## config.mk

```make
export PLATFORM = sky130hd
export DESIGN_NAME = effects_pipeline
export DESIGN_NICKNAME = d
export VERILOG_FILES = /design/src/rtl/effects_pipeline.sv
export SDC_FILE = /design/constraint.sdc
export NUM_CORES = 1
export LEC_CHECK = 0
export ABC_CLOCK_PERIOD_IN_PS = 8000
export CAP_MARGIN = 20
export CORE_UTILIZATION = 55
export DETAILED_ROUTE_END_ITERATION = 10
export PLACE_DENSITY = 0.76
export SLEW_MARGIN = 5
export SYNTH_ARGS = -nofsm -noshare
export SYNTH_HDL_FRONTEND = slang
export SYNTH_SLANG_ARGS = --single-unit
```

## constraint.sdc

```tcl
create_clock -name clk -period 8 [get_ports clk]
set_input_delay 1.6 -clock clk [delete_from_list [all_inputs] [get_ports clk]]
set_output_delay 1.6 -clock clk [all_outputs]
set_load 0.005 [all_outputs]
```

## src/rtl/effects_pipeline.sv

```systemverilog
// effects_pipeline
//   Guitar effects chain on a stream of signed audio samples, one sample per
//   clk, no handshake. Path: input capture -> gain (Q.GAIN_FRAC multiply with
//   saturation) -> soft clipper -> one-pole low-pass tone filter.
//   A sample (and the gain_value present with it) captured at edge N appears
//   on out_sample after edge N+3.
// Ports
//   clk         clock, rising edge
//   rst         synchronous active-high reset; clears every stage and tone state
//   gain_value  unsigned gain, gain_value/2^GAIN_FRAC (2^GAIN_FRAC = unity)
//   sample      signed input sample
//   out_sample  signed processed sample (the tone filter state register)
module effects_pipeline #(
    parameter int SLEN       = 16,
    parameter int GAIN_W     = 10,
    parameter int GAIN_FRAC  = 4,
    parameter int KNEE       = 16384,
    parameter int CLIP_SHIFT = 2,
    parameter int TONE_SHIFT = 2
) (
    input  logic                   clk,
    input  logic                   rst,
    input  logic [GAIN_W-1:0]      gain_value,
    input  logic signed [SLEN-1:0] sample,
    output logic signed [SLEN-1:0] out_sample
);

    localparam int PW = SLEN + GAIN_W + 1;  // full signed product width

    localparam logic signed [SLEN-1:0] SMAX = {1'b0, {(SLEN-1){1'b1}}};
    localparam logic signed [SLEN-1:0] SMIN = {1'b1, {(SLEN-1){1'b0}}};
    localparam logic signed [PW-1:0]   QMAX = PW'(SMAX);
    localparam logic signed [PW-1:0]   QMIN = PW'(SMIN);
    localparam logic [SLEN:0]          KNEE_V = (SLEN+1)'(KNEE);

    // Input capture: sample and gain travel together so a gain change applies
    // to the sample taken on the same edge.
    logic signed [SLEN-1:0] s_in;
    logic [GAIN_W-1:0]      g_in;

    // Stage registers. C and T are one bit wider than a sample: |x| of the
    // most negative sample needs it in the clipper, and the tone difference
    // is formed directly from the widened values.
    logic signed [SLEN-1:0] g_reg;
    logic signed [SLEN:0]   c_reg;
    logic signed [SLEN:0]   t_reg;

    // ---------------- gain ----------------
    logic signed [PW-1:0]   prod;
    logic signed [PW-1:0]   q_full;
    logic signed [SLEN-1:0] g_next;

    assign prod   = PW'(s_in) * PW'($signed({1'b0, g_in}));
    assign q_full = prod >>> GAIN_FRAC;  // floor toward -inf

    always_comb begin
        g_next = q_full[SLEN-1:0];
        if (q_full > QMAX)      g_next = SMAX;
        else if (q_full < QMIN) g_next = SMIN;
    end

    // ---------------- soft clip ----------------
    logic signed [SLEN:0] xe;
    logic [SLEN:0]        mag;
    logic [SLEN:0]        y;
    logic signed [SLEN:0] c_next;

    assign xe     = {g_reg[SLEN-1], g_reg};
    assign mag    = xe[SLEN] ? $unsigned(-xe) : $unsigned(xe);
    assign y      = (mag <= KNEE_V) ? mag : KNEE_V + ((mag - KNEE_V) >> CLIP_SHIFT);
    assign c_next = xe[SLEN] ? -$signed(y) : $signed(y);

    // ---------------- tone (one-pole low-pass) ----------------
    // T moves a fraction 1/2^TONE_SHIFT of the way toward the input; the
    // result stays between old T and the input so it never overflows.
    logic signed [SLEN:0] d;
    logic signed [SLEN:0] step;
    logic signed [SLEN:0] t_next;

    assign d      = c_reg - t_reg;
    assign step   = d >>> TONE_SHIFT;
    assign t_next = t_reg + step;

    always_ff @(posedge clk) begin
        if (rst) begin
            s_in  <= '0;
            g_in  <= '0;
            g_reg <= '0;
            c_reg <= '0;
            t_reg <= '0;
        end else begin
            s_in  <= sample;
            g_in  <= gain_value;
            g_reg <= g_next;
            c_reg <= c_next;
            t_reg <= t_next;
        end
    end

    assign out_sample = t_reg[SLEN-1:0];

endmodule

```

### Word-level counts from Yosys, hierarchy flattened

Index checks and enable logic that the tools add are counted.

* flip-flop bits (word level): 76
* bits of input ports: 28
* output and inout port bits: 16

* add/sub/neg operators: 6
* $mul: 1
* $lt $le $gt $ge: 3
* mux-type cells: 5
* reduce and logical (&&, ||, !) cells: 1

Operators with widths (number)
* 17-bit 2-to-1 mux: 3
* 16-bit by 11-bit multiplier with 27-bit output: 1
* 23-bit by 16-bit > comparator with 1-bit output (second input constant): 1
* 23-bit by 16-bit < comparator with 1-bit output (second input constant): 1
* 17-bit by 15-bit adder with 17-bit output: 1
* 17-bit by 15-bit less-or-equal comparator with 1-bit output (second input constant): 1
* 16-bit negator with 17-bit output: 1
* 17-bit negator: 1
* 17-bit by 15-bit subtractor with 17-bit output (second input constant): 1
* 17-bit subtractor: 1
* 15-bit by 15-bit adder with 16-bit output (first input constant): 1
* 16-bit 2-to-1 mux: 1
* 15-bit 2-to-1 mux: 1
* 2-bit OR reduction: 1

### Depth between registers and ports, before layout

Gate-level depths: netlist (run 1).

* depth after elaboration: 7
* mapped depth: 23

### Worst setup path after synthesis (run 1)

Ideal clock, no wire load.

* path type: flip-flop to flip-flop
* from: reg g_in[7]
* to: reg g_reg[10]
* data arrival time: 6.138 ns
* setup slack: 1.804 ns
* stages on the path, launching flop included: 19
* buffers on the path: 2
* clock period less this slack: 6.196 ns
* cells stage by stage: dfxtp_1 > clkbuf_1 > nand2_1 > fa_1 > fa_1 > fa_1 > fa_1 > fa_1 > inv_1 > ha_1 > a21o_1 > a21o_1 > a2111oi_0 > o31ai_1 > a31oi_1 > xor2_1 > o41ai_1 > clkbuf_1 > a21o_1

* cells in the longest elaborated chain, start to end: 4
* elaborated cells between the ends (all ways): 5
* those cells by class: 1 x mul; 2 x order compare; 2 x mux

Ends and longest elaborated chain
* start: declaration: RTL line 39 `logic [GAIN_W-1:0] g_in;`
* start signal: assignment: RTL line 93 `g_in <= gain_value;`
* 16-bit by 11-bit multiplier with 27-bit output (*): RTL line 53 `assign prod = PW'(s_in) * PW'($signed({1'b0, g_in}));`
* 23-bit by 16-bit < comparator with 1-bit output: RTL line 59 `else if (q_full < QMIN) g_next = SMIN;`
* 16-bit 2-to-1 mux: RTL line 59
* 15-bit 2-to-1 mux (*): RTL line 58 `if (q_full > QMAX) g_next = SMAX;`
* end signal: assignment: RTL line 94 `g_reg <= g_next;`
* end: declaration: RTL line 44 `logic signed [SLEN-1:0] g_reg;`

Mark *: on every way between the ends. The rest lies on a longest branch, timed or not.
A chain may end at the register's enable or synchronous reset.

### Final worst setup path (run 1)

* from: reg g_in[2]
* to: reg g_reg[4]

The elaborated chain is that of the path after synthesis.

==> impl_metrics.json, run 1 <==
{
  "numClockSinks": 76,
  "wl_per_cell_um": 14.8,
  "cp_common_cell": "fa_1",
  "drive_gt1_share_pct": 3.87,
  "async_reset_ff_share_pct": 0,
  "path_clk_slew_ns": 0.07,
  "synth_cells": 1298,
  "final_max_slew_viol_count": 0,
  "num_rows": 51,
  "slowest_stage": "dfxtp_1",
  "clockBufferDepth": 2,
  "overflow": 0,
  "routed_wl_um": 23000,
  "fin_crit_sh_pct": 79.5,
  "grt_usage_pct": 24.7,
  "syn_avg_cell_area_um2": 8.56,
  "vias": 8619,
  "synth_area_leaders": "fa_1 (26%), dfxtp_1 (14%), ha_1 (10%)",
  "setup_viol": 0,
  "worst_slack_ns": 1.64,
  "final-hold-violation-count": 0,
  "crit_start": "g_in[2]$_SDFF_PP0_",
  "die_h_um": 144,
  "ys_ff_latch": 76,
  "h-tree-depth": 3,
  "rsz0062_at_grt": "no",
  "drt-initial-drc-count": 453,
  "clock_latency_ns": 0.35,
  "max_stage_delay_ns": 0.67,
  "drcViolationCount": 0,
  "nNetsFinal": 1555,
  "grt_pass1_vias": 8837,
  "dp_hpwl_um": 18300,
  "path_max_fanout": 16,
  "cts-buffers-inserted": 9,
  "filler_cell_count": 1727,
  "postCtsHoldBufs": 0,
  "cap_violations": 0,
  "first_pass_iters": 5,
  "critPathLaunchType": "flop",
  "seq_power_share_pct": 17.3,
  "grt_pass1_wl_um": 40600,
  "initial_core_util_pct": 56.5,
  "yosys.area.top_type": "fa_1",
  "tightest_slew_ns": 0.703,
  "min_period_ns": 6.36,
  "relSlewSlack_pct": 53.1,
  "areaGrowthSynthToFinish_pct": 6.72,
  "seq_area_frac_synth_pct": 13.7,
  "antenna_found_initial": 0,
  "fin_skew_ns": 0.0112,
  "coreArea_um2": 19700,
  "die_w_um": 144,
  "crit_end": "g_reg[4]$_SDFF_PP0_",
  "synth_edf_count": 0,
  "gp_congestion": 0.897,
  "p_comb_share_pct": 71.9,
  "swShare_pct": 48.3,
  "ant_nets": 0,
  "yosysTopAreaCellShare_pct": 26.3,
  "holdCritPathClass": "reg2reg",
  "p_int_mw": 1.98,
  "die_area_um2": 20800,
  "r2r_cells": 18,
  "ir_drop_mv": 0.178,
  "synthDistinctLibCells": 77,
  "r2r_slack_ns": 1.64,
  "whs_path_depth": 2,
  "port_buffers": 43,
  "finalSetupTns_ns": 0,
  "root_buffer": "clkbuf_16",
  "synth-main-ff-cell": "dfxtp_1",
  "cts_tree": "built",
  "arrival_ns": 6.60,
  "crit_required_ns": 8.25,
  "crit_chain": "nand2_1, fa_1, fa_1, fa_1, fa_1, fa_1, inv_1, ha_1, a21o_1, a21o_1, a2111oi_0, o31ai_1, a31oi_1, o21ai_1, mux2i_1, o41ai_2, buf_4, a31o_2",
  "worst_r2r_endpoint": "g_reg[4]$_SDFF_PP0_",
  "power_switching_mw": 1.85,
  "critPathCaptureType": "flop",
  "worst-setup-path-type": "reg2reg",
  "yosysWarnings": 0,
  "netlist_area_um2": 11100,
  "p_leak_nw": 5.75,
  "pin_count": 44,
  "syn-num-nets": 1565,
  "power_frac_clock_pct": 10.8,
  "status": "completed",
  "vias_per_cell": 5.53,
  "place_ws_ns": 1.66,
  "diodes": 0,
  "worstReg2RegStart": "g_in[2]$_SDFF_PP0_",
  "max_freq_ghz": 0.157,
  "grt_max_degree": 66,
  "ctsResizeCount": 0,
  "powerDensity_nw_per_um2": 323,
  "cts_setup_buffers": 0
}
-- through the flow --
stage	utilization, %	std cells	area, um^2	total power [mW]	hold slack [ns]
floorplan	-	1298	11100	2.91	0.584
global placement	58.9	1542	11600	3.32	0.619
CTS	60.3	1558	11900	3.83	0.646
global route	60.3	1558	11900	4.23	0.687
detailed placement	58.9	1542	11600	3.40	0.626
finish	60.3	1558	11900	3.83	0.638
-- area by class of cell --
type | count | area (um^2) | share of cell area [%]
multi-input cells | 936 | 8440 | 71.2
clock buffers | 9 | 225 | 1.90
inverters | 218 | 818 | 6.90
flip-flops and latches | 76 | 1520 | 12.8
clock inverters | 7 | 65.1 | 0.549
repair buffers | 47 | 455 | 3.84
well taps | 265 | 332 | 2.80
-- power groups by stage --
stage          combinational [mW]  clock, mW  sequential, mW
2_1_floorplan                2.33          0           0.583
3_3_place_gp                 2.66          0           0.666
3_5_place_dp                 2.73          0           0.669
4_1_cts                      2.74      0.421           0.661
5_1_grt                      3.11      0.438           0.681
6_report                     2.75      0.414           0.663
-- cell usage in the layout, fill, tap and decap left out, drive strengths merged, types with 4 or more instances in the layout --
cell type and n:
nand4 9, clkdlybuf4s50 42, inv 221, nor2b 40, clkbuf 9, a211o 4
o21a 11, o21bai 5, xor2 23, a211oi 7, and2 76, o211ai 5
ha 93, a41oi 7, mux2 4, a31oi 9, nor4 10, o31ai 13
nor3 19, buf 5, fa 146, dfxtp 76, mux2i 9, o41ai 5
or2 7, nand2b 10, nand3 18, xnor2 50, or3 7, a21oi 56
nand2 129, and3 12, nor2 52, o21ai 24, a21o 34
-- synthesized netlist by cell type (6+ instances only) --
| library cell | count |
|---|---|
| xor2_1 | 22 |
| nand2b_1 | 10 |
| nor2_1 | 51 |
| nor4_1 | 9 |
| nand2_1 | 129 |
| and2_1 | 76 |
| inv_1 | 216 |
| nand4_1 | 9 |
| a31oi_1 | 9 |
| and3_1 | 12 |
| a21oi_1 | 56 |
| dfxtp_1 | 76 |
| nor2b_1 | 40 |
| or2_2 | 6 |
| o21ai_1 | 6 |
| o21a_1 | 11 |
| a41oi_1 | 7 |
| o31ai_1 | 10 |
| clkbuf_1 | 40 |
| ha_1 | 93 |
| mux2i_1 | 9 |
| fa_1 | 146 |
| a21o_1 | 34 |
| nand3_1 | 18 |
| nor3_1 | 15 |
| buf_1 | 6 |
| xnor2_1 | 50 |
| a211oi_1 | 7 |
| o21ai_0 | 18 |
| buf_4 | 17 |
-- per-layer routing --
| layer | wire (um) | track usage [%] |
|---|---|---|
| met3 | 921 | 3.54 |
| met4 | 384 | 6.32 |
| met5 | 0 | 0 |
| met1 | 10400 | 31.9 |
| met2 | 11300 | 43.1 |
-- worst max-delay path: cells and delay by family, from the launching register on --
kind | cells | cell delay, ns
muxes | 1 | 0.24
AOI/OAI and AO/OA | 8 | 1.87
buffers and inverters | 2 | 0.24
DFF | 1 | 0.67
adders and majority gates | 6 | 2.93
and+or+nand+nor | 1 | 0.28
-- worst min path at each step --
stage                     slack, ns                start                   to
final                          0.64  t_reg[0]$_SDFF_PP0_  t_reg[0]$_SDFF_PP0_
after global routing           0.69  t_reg[0]$_SDFF_PP0_  t_reg[0]$_SDFF_PP0_
after CTS                      0.65  t_reg[0]$_SDFF_PP0_  t_reg[0]$_SDFF_PP0_
after detailed placement       0.63  t_reg[0]$_SDFF_PP0_  t_reg[0]$_SDFF_PP0_
after global placement         0.62  t_reg[0]$_SDFF_PP0_  t_reg[0]$_SDFF_PP0_
after floorplan                0.58  t_reg[0]$_SDFF_PP0_  t_reg[0]$_SDFF_PP0_
-- cells by family (layout without fill, tap and decap cells) --
| family | after synthesis | after routing | share of synthesized area, % |
|---|---|---|---|
| AND/OR/NAND/NOR | 400 | 400 | 18.7 |
| AO/OA/AOI/OAI | 211 | 211 | 13.3 |
| buffers and inverters | 286 | 281 | 10.4 |
| XOR/XNOR | 73 | 73 | 5.82 |
| multiplexers | 13 | 13 | 1.22 |
| flip-flops | 76 | 76 | 13.7 |
| adder cells (fa/ha/maj) | 239 | 239 | 36.8 |
No activity file was read; power rests on OpenSTA's default activity.
==> inputs of run 2 (changes only) <==
--- a/config.mk
+++ b/config.mk
@@ -5,7 +5,7 @@
 export SDC_FILE = /design/constraint.sdc
 export NUM_CORES = 1
 export LEC_CHECK = 0
-export ABC_CLOCK_PERIOD_IN_PS = 8000
+export ABC_CLOCK_PERIOD_IN_PS = 6550
 export CAP_MARGIN = 20
 export CORE_UTILIZATION = 55
 export DETAILED_ROUTE_END_ITERATION = 10
==> constraint.sdc (replaced) <==
create_clock -name clk -period 6.55 [get_ports clk]
set_input_delay 1.31 -clock clk [delete_from_list [all_inputs] [get_ports clk]]
set_output_delay 1.31 -clock clk [all_outputs]
set_load 0.005 [all_outputs]
==> run 2 against run 1 <==
Against the previous run: clock skew is 0.0030 ns lower; worst setup slack worse by 1.2 ns; cell area is 1.1% higher.
==> impl_metrics.json, run 2 (synthesized netlist as in run 1, its figures left out) <==
{
  "port_buffers": 43,
  "relSlewSlack_pct": 53.5,
  "most-common-layout-cells": "inv_1 (216), fa_1 (146), nand2_1 (129), ha_1 (93), and2_1 (76)",
  "drt-initial-drc-count": 518,
  "grt_pass1_vias": 8767,
  "overflow": 0,
  "worst_slack_ns": 0.394,
  "drive_gt1_share_pct": 5.44,
  "postCtsHoldBufs": 0,
  "rsz0062_at_grt": "no",
  "routed_wl_um": 23500,
  "coreArea_um2": 19700,
  "crit_required_ns": 6.80,
  "place_ws_ns": -0.140,
  "critPathLaunchType": "flop",
  "min_period_ns": 6.16,
  "vias": 8624,
  "dp_hpwl_um": 18900,
  "grt_usage_pct": 25.0,
  "areaGrowthSynthToFinish_pct": 7.93,
  "powerDensity_nw_per_um2": 392,
  "die_w_um": 144,
  "filler_cell_count": 1749,
  "first_pass_iters": 5,
  "cts_tree": "built",
  "antenna_found_initial": 0,
  "holdCritPathClass": "reg2reg",
  "setup_viol": 0,
  "arrival_ns": 6.40,
  "die_area_um2": 20800,
  "final_max_slew_viol_count": 0,
  "cp_common_cell": "fa_1",
  "ant_nets": 0,
  "cts-buffers-inserted": 9,
  "clockBufferDepth": 2,
  "diodes": 0,
  "drcViolationCount": 0,
  "pin_count": 44,
  "status": "completed",
  "slowest_stage": "dfxtp_1",
  "max_stage_delay_ns": 0.58,
  "tightest_slew_ns": 0.697,
  "path_max_fanout": 15,
  "vias_per_cell": 5.49,
  "worst-setup-path-type": "reg2reg",
  "h-tree-depth": 3,
  "p_leak_nw": 5.82,
  "fin_skew_ns": 0.00819,
  "ir_drop_mv": 0.235,
  "crit_chain": "nand2_1, fa_1, inv_1, fa_1, fa_1, fa_1, inv_1, fa_1, inv_1, ha_1, and3_1, and2_1, a221oi_1, o21ai_2, a31oi_1, o21ai_1, mux2i_2, o41ai_2, buf_4, a31o_2",
  "clock_latency_ns": 0.35,
  "numClockSinks": 76,
  "whs_path_depth": 2,
  "max_freq_ghz": 0.162,
  "initial_core_util_pct": 56.5,
  "root_buffer": "clkbuf_16",
  "num_rows": 51,
  "final-hold-violation-count": 0,
  "r2r_slack_ns": 0.39,
  "die_h_um": 144,
  "finalSetupTns_ns": 0,
  "cap_violations": 0,
  "path_clk_slew_ns": 0.07,
  "critPathCaptureType": "flop",
  "nNetsFinal": 1568,
  "grt_max_degree": 64,
  "wl_per_cell_um": 14.9,
  "gp_congestion": 0.904,
  "r2r_cells": 20,
  "grt_pass1_wl_um": 40800,
  "fin_crit_sh_pct": 94.0,
  "layout_commonest_cell": "inv_1"
}
## run 2: routing by layer
metal | part of all wire [%] | track usage (%)
met1 | 45 | 33.1
met2 | 48 | 42.7
met3 | 5.6 | 3.44
met4 | 1.9 | 7.09
met5 | 0 | 0
## run 2: cell type report
class,count,area (um^2),share of cell area [%]
Clock buffer,9,225,1.88
Timing Repair Buffer,60,553,4.61
Clock inverter,7,67.6,0.563
Tap cell,265,332,2.76
Inverter,218,818,6.82
Multi-Input combinational cell,936,8470,70.6
Sequential cell,76,1530,12.7
## run 2: per-stage QoR
| step | power, mW | hold WS, ns | util (%) | instances | area [um^2] |
|---|---|---|---|---|---|
| after floorplan | 3.56 | 0.584 | - | 1298 | 11100 |
| after global placement | 4.08 | 0.612 | 59.4 | 1555 | 11700 |
| after detailed placement | 4.17 | 0.642 | 59.4 | 1555 | 11700 |
| after CTS | 4.68 | 0.664 | 60.9 | 1571 | 12000 |
| after global routing | 5.19 | 0.709 | 61.0 | 1571 | 12000 |
| final | 4.70 | 0.657 | 61.0 | 1571 | 12000 |
## run 2: where the power goes
group | internal, mW | switching [mW]
logic | 1.54 | 1.84
clock network | 0.265 | 0.234
registers | 0.623 | 0.196
total | 2.43 | 2.27
## run 2: timing repair
item | in CTS | in global routing
endpoints found under the hold margin | 0 | 0
pin swaps | 0 | 0
resized for setup | 1 | 9
endpoints found under the setup margin | 15 | 15
setup buffers | 0 | 0
## run 2: path summary, 6_finish.rpt
check	start	to
max	s_in[8]$_SDFF_PP0_	g_reg[4]$_SDFF_PP0_
min	t_reg[0]$_SDFF_PP0_	t_reg[0]$_SDFF_PP0_
max reg2reg	s_in[8]$_SDFF_PP0_	g_reg[4]$_SDFF_PP0_
min reg2reg	t_reg[0]$_SDFF_PP0_	t_reg[0]$_SDFF_PP0_
## run 2: critical path: cells and delay by family, from the launching register on
| family | cells | cell delay [ns] |
|---|---|---|
| AO/OA/AOI/OAI | 6 | 1.31 |
| adder cells (fa/ha/maj) | 6 | 3.01 |
| flip-flops | 1 | 0.58 |
| buffers and inverters | 4 | 0.36 |
| multiplexers | 1 | 0.30 |
| AND/OR/NAND/NOR | 3 | 0.48 |
